`src/rtl/csa_pkg.sv`:
```
// csa_pkg: shared state encoding, default guard width and bitwise majority for the carry-save accumulator
package csa_pkg;
  localparam int G_DEF = 8;
  typedef enum logic [1:0] {ACC, RES, HOLD} state_t;
  function automatic logic maj(input logic a, input logic b, input logic c);
    return (a & b) | (a & c) | (b & c);
  endfunction
endpackage

```
`src/rtl/csa_3to2.sv`:
```
// csa_3to2: combinational 3:2 compressor producing unshifted partial sum and carry vectors
module csa_3to2
  import csa_pkg::*;
#(
  parameter int AW = 32
) (
  input  logic [AW-1:0] a,
  input  logic [AW-1:0] b,
  input  logic [AW-1:0] c,
  output logic [AW-1:0] ps,
  output logic [AW-1:0] sc
);
  assign ps = a ^ b ^ c;
  for (genvar i = 0; i < AW; i++) begin : g_maj
    assign sc[i] = maj(a[i], b[i], c[i]);
  end
endmodule

```
`src/rtl/csa_accumulator.sv`:
```
// csa_accumulator: streaming frame accumulator with carry-save running total and one resolve add per frame
module csa_accumulator
  import csa_pkg::*;
#(
  parameter int W = 24,
  parameter int G = G_DEF
) (
  input  logic             clk,
  input  logic             rst,
  input  logic             clr,
  input  logic             in_vld,
  output logic             in_rdy,
  input  logic [W-1:0]     in_data,
  input  logic             in_last,
  output logic             out_vld,
  input  logic             out_rdy,
  output logic [W+G-1:0]   out_sum,
  output logic [G:0]       out_cnt,
  output logic             out_ovf
);
  localparam int AW = W + G;
  localparam logic [G:0] CMAX = {1'b1, {G{1'b0}}};
  state_t state_q, state_d;
  logic [AW-1:0] s_q, s_d, c_q, c_d, x, ps, sc, out_sum_q, out_sum_d;
  logic [G:0] cnt_q, cnt_d, out_cnt_q, out_cnt_d;
  logic ovf_q, ovf_d, out_vld_q, out_vld_d, out_ovf_q, out_ovf_d, beat;
  assign x = {{G{1'b0}}, in_data};
  csa_3to2 #(.AW(AW)) u_csa (.a(s_q), .b(c_q), .c(x), .ps(ps), .sc(sc));
  assign in_rdy = state_q == ACC;
  assign beat = in_vld & in_rdy;
  assign out_vld = out_vld_q;
  assign out_sum = out_sum_q;
  assign out_cnt = out_cnt_q;
  assign out_ovf = out_ovf_q;
  always_comb begin
    state_d = state_q;
    s_d = s_q;
    c_d = c_q;
    cnt_d = cnt_q;
    ovf_d = ovf_q;
    out_vld_d = out_vld_q;
    out_sum_d = out_sum_q;
    out_cnt_d = out_cnt_q;
    out_ovf_d = out_ovf_q;
    case (state_q)
      ACC: if (beat) begin
        s_d = ps;
        c_d = sc << 1;
        cnt_d = cnt_q == CMAX ? cnt_q : cnt_q + 1'b1;
        ovf_d = ovf_q | (cnt_q == CMAX);
        state_d = in_last ? RES : ACC;
      end
      RES: begin
        out_sum_d = s_q + c_q;
        out_cnt_d = cnt_q;
        out_ovf_d = ovf_q;
        out_vld_d = 1'b1;
        state_d = HOLD;
      end
      HOLD: if (out_rdy) begin
        out_vld_d = 1'b0;
        s_d = '0;
        c_d = '0;
        cnt_d = '0;
        ovf_d = 1'b0;
        state_d = ACC;
      end
      default: state_d = ACC;
    endcase
    // abort wins over any beat or handshake; published results stay visible
    if (clr) begin
      state_d = ACC;
      s_d = '0;
      c_d = '0;
      cnt_d = '0;
      ovf_d = 1'b0;
      out_vld_d = 1'b0;
      out_sum_d = out_sum_q;
      out_cnt_d = out_cnt_q;
      out_ovf_d = out_ovf_q;
    end
  end
  always_ff @(posedge clk) begin
    if (rst) begin
      state_q <= ACC;
      s_q <= '0;
      c_q <= '0;
      cnt_q <= '0;
      ovf_q <= 1'b0;
      out_vld_q <= 1'b0;
      out_sum_q <= '0;
      out_cnt_q <= '0;
      out_ovf_q <= 1'b0;
    end else begin
      state_q <= state_d;
      s_q <= s_d;
      c_q <= c_d;
      cnt_q <= cnt_d;
      ovf_q <= ovf_d;
      out_vld_q <= out_vld_d;
      out_sum_q <= out_sum_d;
      out_cnt_q <= out_cnt_d;
      out_ovf_q <= out_ovf_d;
    end
  end
endmodule

```
`config.mk`:
```
export PLATFORM = sky130hd
export DESIGN_NAME = csa_accumulator
export DESIGN_NICKNAME = d
export VERILOG_FILES = /design/src/rtl/csa_pkg.sv /design/src/rtl/csa_3to2.sv /design/src/rtl/csa_accumulator.sv
export SDC_FILE = /design/constraint.sdc
export NUM_CORES = 1
export LEC_CHECK = 0
export ABC_AREA = 1
export CAP_MARGIN = 25
export CORE_MARGIN = 4
export CORE_UTILIZATION = 53
export CTS_CLUSTER_DIAMETER = 30
export DETAILED_ROUTE_END_ITERATION = 10
export GPL_TIMING_DRIVEN = 0
export PLACE_DENSITY = 0.85
export SETUP_SLACK_MARGIN = 0.05
export SLEW_MARGIN = 30
export SYNTH_ARGS = -nofsm -noshare
export SYNTH_HDL_FRONTEND = slang
export SYNTH_SLANG_ARGS = --single-unit
```
`constraint.sdc`:
```
create_clock -name clk -period 2.08 [get_ports clk]
set_input_delay 0.416 -clock clk [delete_from_list [all_inputs] [get_ports clk]]
set_output_delay 0.416 -clock clk [all_outputs]
set_load 0.01 [all_outputs]
```
# ---- After elaboration in Yosys (flattened, before gate mapping)
# Cells that the tools add are included.
dict set report word_totals {
  input_bits 30
  register_bits 119
  out_inout_bits 44
  elab_cells 175
}
dict set report classes {
  mux 17
  bitwise_logic 132
  reduce_logical 9
  eq_ne 6
  n_addsub 2
}
# operator count
set ops {}
lappend ops {{case mux 32 bit (2 select lines)} 2}
lappend ops {{2-to-1 mux 32 bit} 3}
lappend ops {{bitwise AND 1 bit} 80}
lappend ops {{bitwise OR 1 bit} 49}
lappend ops {{adder 32 bit} 1}
lappend ops {{XOR 32 x 24 -> 32 bit} 1}
lappend ops {{XOR 32 bit} 1}
lappend ops {{2-to-1 mux 9 bit} 3}
lappend ops {{case mux 9 bit (2 select lines)} 1}
lappend ops {{adder 9 x 1 -> 9 bit, second input constant} 1}
lappend ops {{equality test 9 bit, second input constant} 1}
lappend ops {{case mux 2 bit (3 select lines)} 1}
lappend ops {{AND reduction 2 bit} 3}
lappend ops {{2-to-1 mux 2 bit} 2}
lappend ops {{!= test 2 bit, second input constant} 2}
lappend ops {{case mux 1 bit (2 select lines)} 2}
lappend ops {{AND reduction 4 bit} 1}
lappend ops {{nonzero test 2 bit} 2}
lappend ops {{2-to-1 mux 1 bit} 3}
lappend ops {{AND reduction 3 bit} 1}
lappend ops {{equality test 2 x 1 -> 1 bit, second input constant} 1}
lappend ops {{equality test 2 bit, second input constant} 1}
lappend ops {{zero test 2 bit} 1}
lappend ops {{!= test 2 x 1 -> 1 bit, second input constant} 1}
lappend ops {{other kinds (2)} 2}

# ---- Depth between registers and ports, before layout
dict set report logic_depth {
  depth_word 5
  mapped_depth 14
  depth_no_buf 14
}

# ---- Cells and area by module
# Synthesis repeated with hierarchy kept, for this count alone.
dict set report unflattened {
  cells_unflattened 1060
  area_unflattened_um2 7428.4
}
# mod n_inst cells_per_inst area_each_um2 seq_area_each_um2
set modules_own_cells {}
lappend modules_own_cells {csa_accumulator 1 1028 6787.8 2362.3}
lappend modules_own_cells {csa_3to2 1 32 640.6 0.0}

# ---- Worst setup path before layout
# OpenSTA, ideal clock, no wires.
dict set report synth_timing {
  path_type {reg2reg}
  start {reg s_q[1]}
  end {reg out_sum_q[17] (netlist: out_sum[17])}
  slack_ps 220
  setup_time_ps 109
  synth_period_minus_slack_ps 1860
  n_path_buf 0
  required_ps 1971
  t_arrival_ps 1751
  path_stages_with_launch 15
  path_cell_list {dfxtp_1 -> ha_1 -> inv_1 -> fa_1 -> inv_1 -> nand3_1 -> nand3_1 -> nand2_1 -> nand2_1 -> nand2_1 -> nand2_1 -> xnor2_1 -> nand2_1 -> nand2_1 -> inv_1}
}
dict set report synth_via {
  elab_chain_cells 1
}
# element line
set synth_rtl {}
lappend synth_rtl {{start, declared} csa_accumulator.sv:24} ;# logic [AW-1:0] s_q, s_d, c_q, c_d, x, ps, sc, out_sum_q, out_sum_d;
lappend synth_rtl {{start signal, assigned} csa_accumulator.sv:86} ;# s_q <= '0;
lappend synth_rtl {{start signal, assigned} csa_accumulator.sv:96} ;# s_q <= s_d;
lappend synth_rtl {{adder 32 bit} csa_accumulator.sv:54} ;# out_sum_d = s_q + c_q;
lappend synth_rtl {{end signal, assigned} csa_accumulator.sv:101} ;# out_sum_q <= out_sum_d;
lappend synth_rtl {{end, declared} csa_accumulator.sv:24}
# Every way passes these cells.
# A chain may end at the register's enable or synchronous reset.

# ---- Final worst setup path
dict set report layout_timing {
  start {reg s_q[8]}
  end {reg out_sum_q[20] (netlist: out_sum[20])}
}
# The elaborated chain is that of the path after synthesis.

==> run summary <==
Outcome: finished clean
Worst-path clk slew: 0.06 ns
Crit path buf inv count: 1
Via count: 6971
Most common cell after layout, fill and taps aside: nand2_1
Total GRT Usage: 25.8%
Critical path's most frequent cell: nand3_1
CP Class: register to register
Die Footprint: 15300 sq um
Synth area leaders: dfxtp_1, nand2_1, inv_1
DRC Markers: 0
Required time of the critical path: 2.41 ns
Yosys top cell area share: 33.3%
Antenna-violating nets left: 0
CTS Buf Count: 17
Sequential cell area: 2370 sq um
EDFF count, synth: 0
FP Rows: 42
Largest area contributor in the netlist: dfxtp_1
Cell family with most CP delay: simple AND/OR/NAND/NOR gates
Synth Instances: 1051
Top FF cell, synth: dfxtp_1
Power Total: 5.75 mW
Worst-case clock buffer depth: 2
Layout cell share with drive strength beyond 1: 8.18%
CTS tree: built
Tmin final: 1.93 ns
First-pass GRT wire length: 30.8 mm
Vias/cell: 5.21
Final worst-path cycle share: 92.9%
Slowest-stage cell, CP: ha_1
Core area: 13200 sq um
Final Hold Fails: 0
Async S/R FF share, synth: 0%
# fillers: 1069
Hold slack final: 0.456 ns
Startpoint class of the critical path: register
Mapped Nets: 1138
Most frequent cells in the layout: nand2_1, inv_1, dfxtp_1
P per Cell Area: 654 nW/um^2
Clock Skews: 0.00869 ns
CP Max Fanout: 4
CP Capture Type: register
Gp weighted congestion: 0.953
DRT Pass-1 Iters: 6
CP peak stage delay: 0.39 ns
Routed WL per cell: 14.1 um
CTS Root Buffer Type: clkbuf_16
H-tree depth: 4
Pins Over Slew Limit: 0
Port Buffers: 73
Io pins: 74
Placed cell area: 8050 sq um
Synth Cell Area: 7100 sq um
RSZ-0062 raised after global routing: true
Fmax: 0.518 GHz
Arrival @ worst endpoint: 2.26 ns
Unique masters post-synth: 33
Clk sink count: 118
Worst slew margin: 53.5%
Mean area per synthesized cell: 6.76 sq um
Antenna violations before repair: 0
Antenna diodes: 0
DPL Wire Length: 14.1 mm
Final Instance Count excl. Fillers: 1338
Lkg Pwr: 4.16 nW
Max IR drop VDD: 541 uV
Actual slew at the worst max-slew pin: 0.698 ns
Fin area: 8790 sq um
Die H: 124 um
Pin count of the biggest net entering global routing: 17
NumNets Final: 1236
Worst skew pair latency: 0.43 ns
Hold Crit Class: register to register
Yosys synthesis warning count: 0
Cell Chain, Critical Path: ha_1 > nand2_2 > nor2_1 > nand3_1 > nand3b_1 > nand2_1 > nand3_1 > nand3_1 > nand2_1 > inv_1
Maximum capacitance violations: 0
#FFs+latches synth: 118
First DRT Iteration DRCs: 555
Vias in the first global route: 6452
Die Wd: 124 um
Final setup vio count: 0
Total grt overflow: 0
Routed wire length: 18.9 mm
P&R area growth vs syn: 23.8%
Sequential area share after synthesis: 33.3%
Area of the multi-input gates: 4110 sq um
Placed cell count: 1300
Initial core utilization: 53.8%
worst reg2reg max path, stage by stage (launching register included):
cell	delay, ns
dfxtp_1	0.34
ha_1	0.39
nand2_2	0.11
nor2_1	0.21
nand3_1	0.12
nand3b_1	0.21
nand2_1	0.10
nand3_1	0.07
nand3_1	0.14
nand2_1	0.09
inv_1	0.04
metal layers:
layer	wire length (um)	part of all wire [%]	vias to the layer above	GRT usage [%]
met5	0	0	-	0
met4	396	2.1	0	10.5
met3	1370	7.2	35	5.31
met2	8770	46	269	42.4
met1	8370	44	3185	32.9
li1	-	-	3482	-
synth_stat cells (2+ instances only):
library cell  count
o21bai_1         13
nor3_1            5
clkbuf_1         19
o21ai_0          31
nand3_1          46
buf_2            12
a21o_1            2
xor2_1           14
o21a_1           13
dfxtp_1         118
nand2_1         367
fa_1             24
nor2_2            2
a21oi_1         103
inv_1           146
xnor2_1           5
o211ai_1          2
nor2_1           72
ha_1             33
nor2_4            2
and2_1            2
inv_2             5
nand4_1           5
stage by stage:
stage / setup slack [ns] / utilization, % / setup TNS [ns]
finish: 0.148 / 66.6 / 0
global route: 0.0129 / 66.6 / 0
CTS: 0.0330 / 65.7 / 0
detailed placement: -0.113 / 61.0 / -0.238
global placement: -0.0798 / 61.0 / -0.103
floorplan: 0.220 / - / 0
layout make-up:
type | instances | area share (%)
clock buffers | 19 | 5.15
inverters | 152 | 6.52
flip-flops and latches | 118 | 27.0
repair buffers | 79 | 8.82
well taps | 176 | 2.50
plain buffers | 32 | 1.62
multi-input cells | 749 | 46.7
clock inverters | 13 | 1.68
flip-flops by register name, indices dropped and copies added (netlist names):
name and count:
c_q 31, cnt_q 9, out_cnt 9, out_ovf 1, out_sum 32, out_vld 1, ovf_q 1, s_q 32
state_q 2
cell families (layout without fill, tap and decap cells):
family / after synthesis / count (layout) / share of synthesized area (%)
AO/OA/AOI/OAI: 166 / 166 / 12.9
XOR/XNOR: 19 / 19 / 2.34
adder cells (fa/ha/maj): 57 / 57 / 12.6
buffers and inverters: 184 / 295 / 10.1
flip-flops: 118 / 118 / 33.3
AND/OR/NAND/NOR: 507 / 507 / 28.9
power by group:
group / internal (mW) / switching, mW / total, mW
logic: 0.181 / 0.261 / 0.442
clock network: 1.84 / 1.13 / 2.97
registers: 2.30 / 0.0366 / 2.34
total: 4.32 / 1.43 / 5.75
path summary, 6_finish.rpt:
check                                          from                  endpoint  slack, ns  cells past startpoint
worst max-delay path            s_q[8]$_SDFFE_PP0P_  out_sum[20]$_SDFFE_PP0P_       0.15                     10
worst min-delay path             ovf_q$_SDFFE_PP0P_      out_ovf$_SDFFE_PP0P_       0.46                      2
worst max register to register  s_q[8]$_SDFFE_PP0P_  out_sum[20]$_SDFFE_PP0P_       0.15                     10
worst min register to register   ovf_q$_SDFFE_PP0P_      out_ovf$_SDFFE_PP0P_       0.46                      2
timing repair:
action	in CTS	in global routing
hold buffers	0	0
resized for setup	7	24
gates cloned	0	0
pin swaps	0	4
endpoints found under the hold margin	0	0
buffers inserted	0	6
setup endpoints to repair	6	18
(Power assumes the default switching activity.)
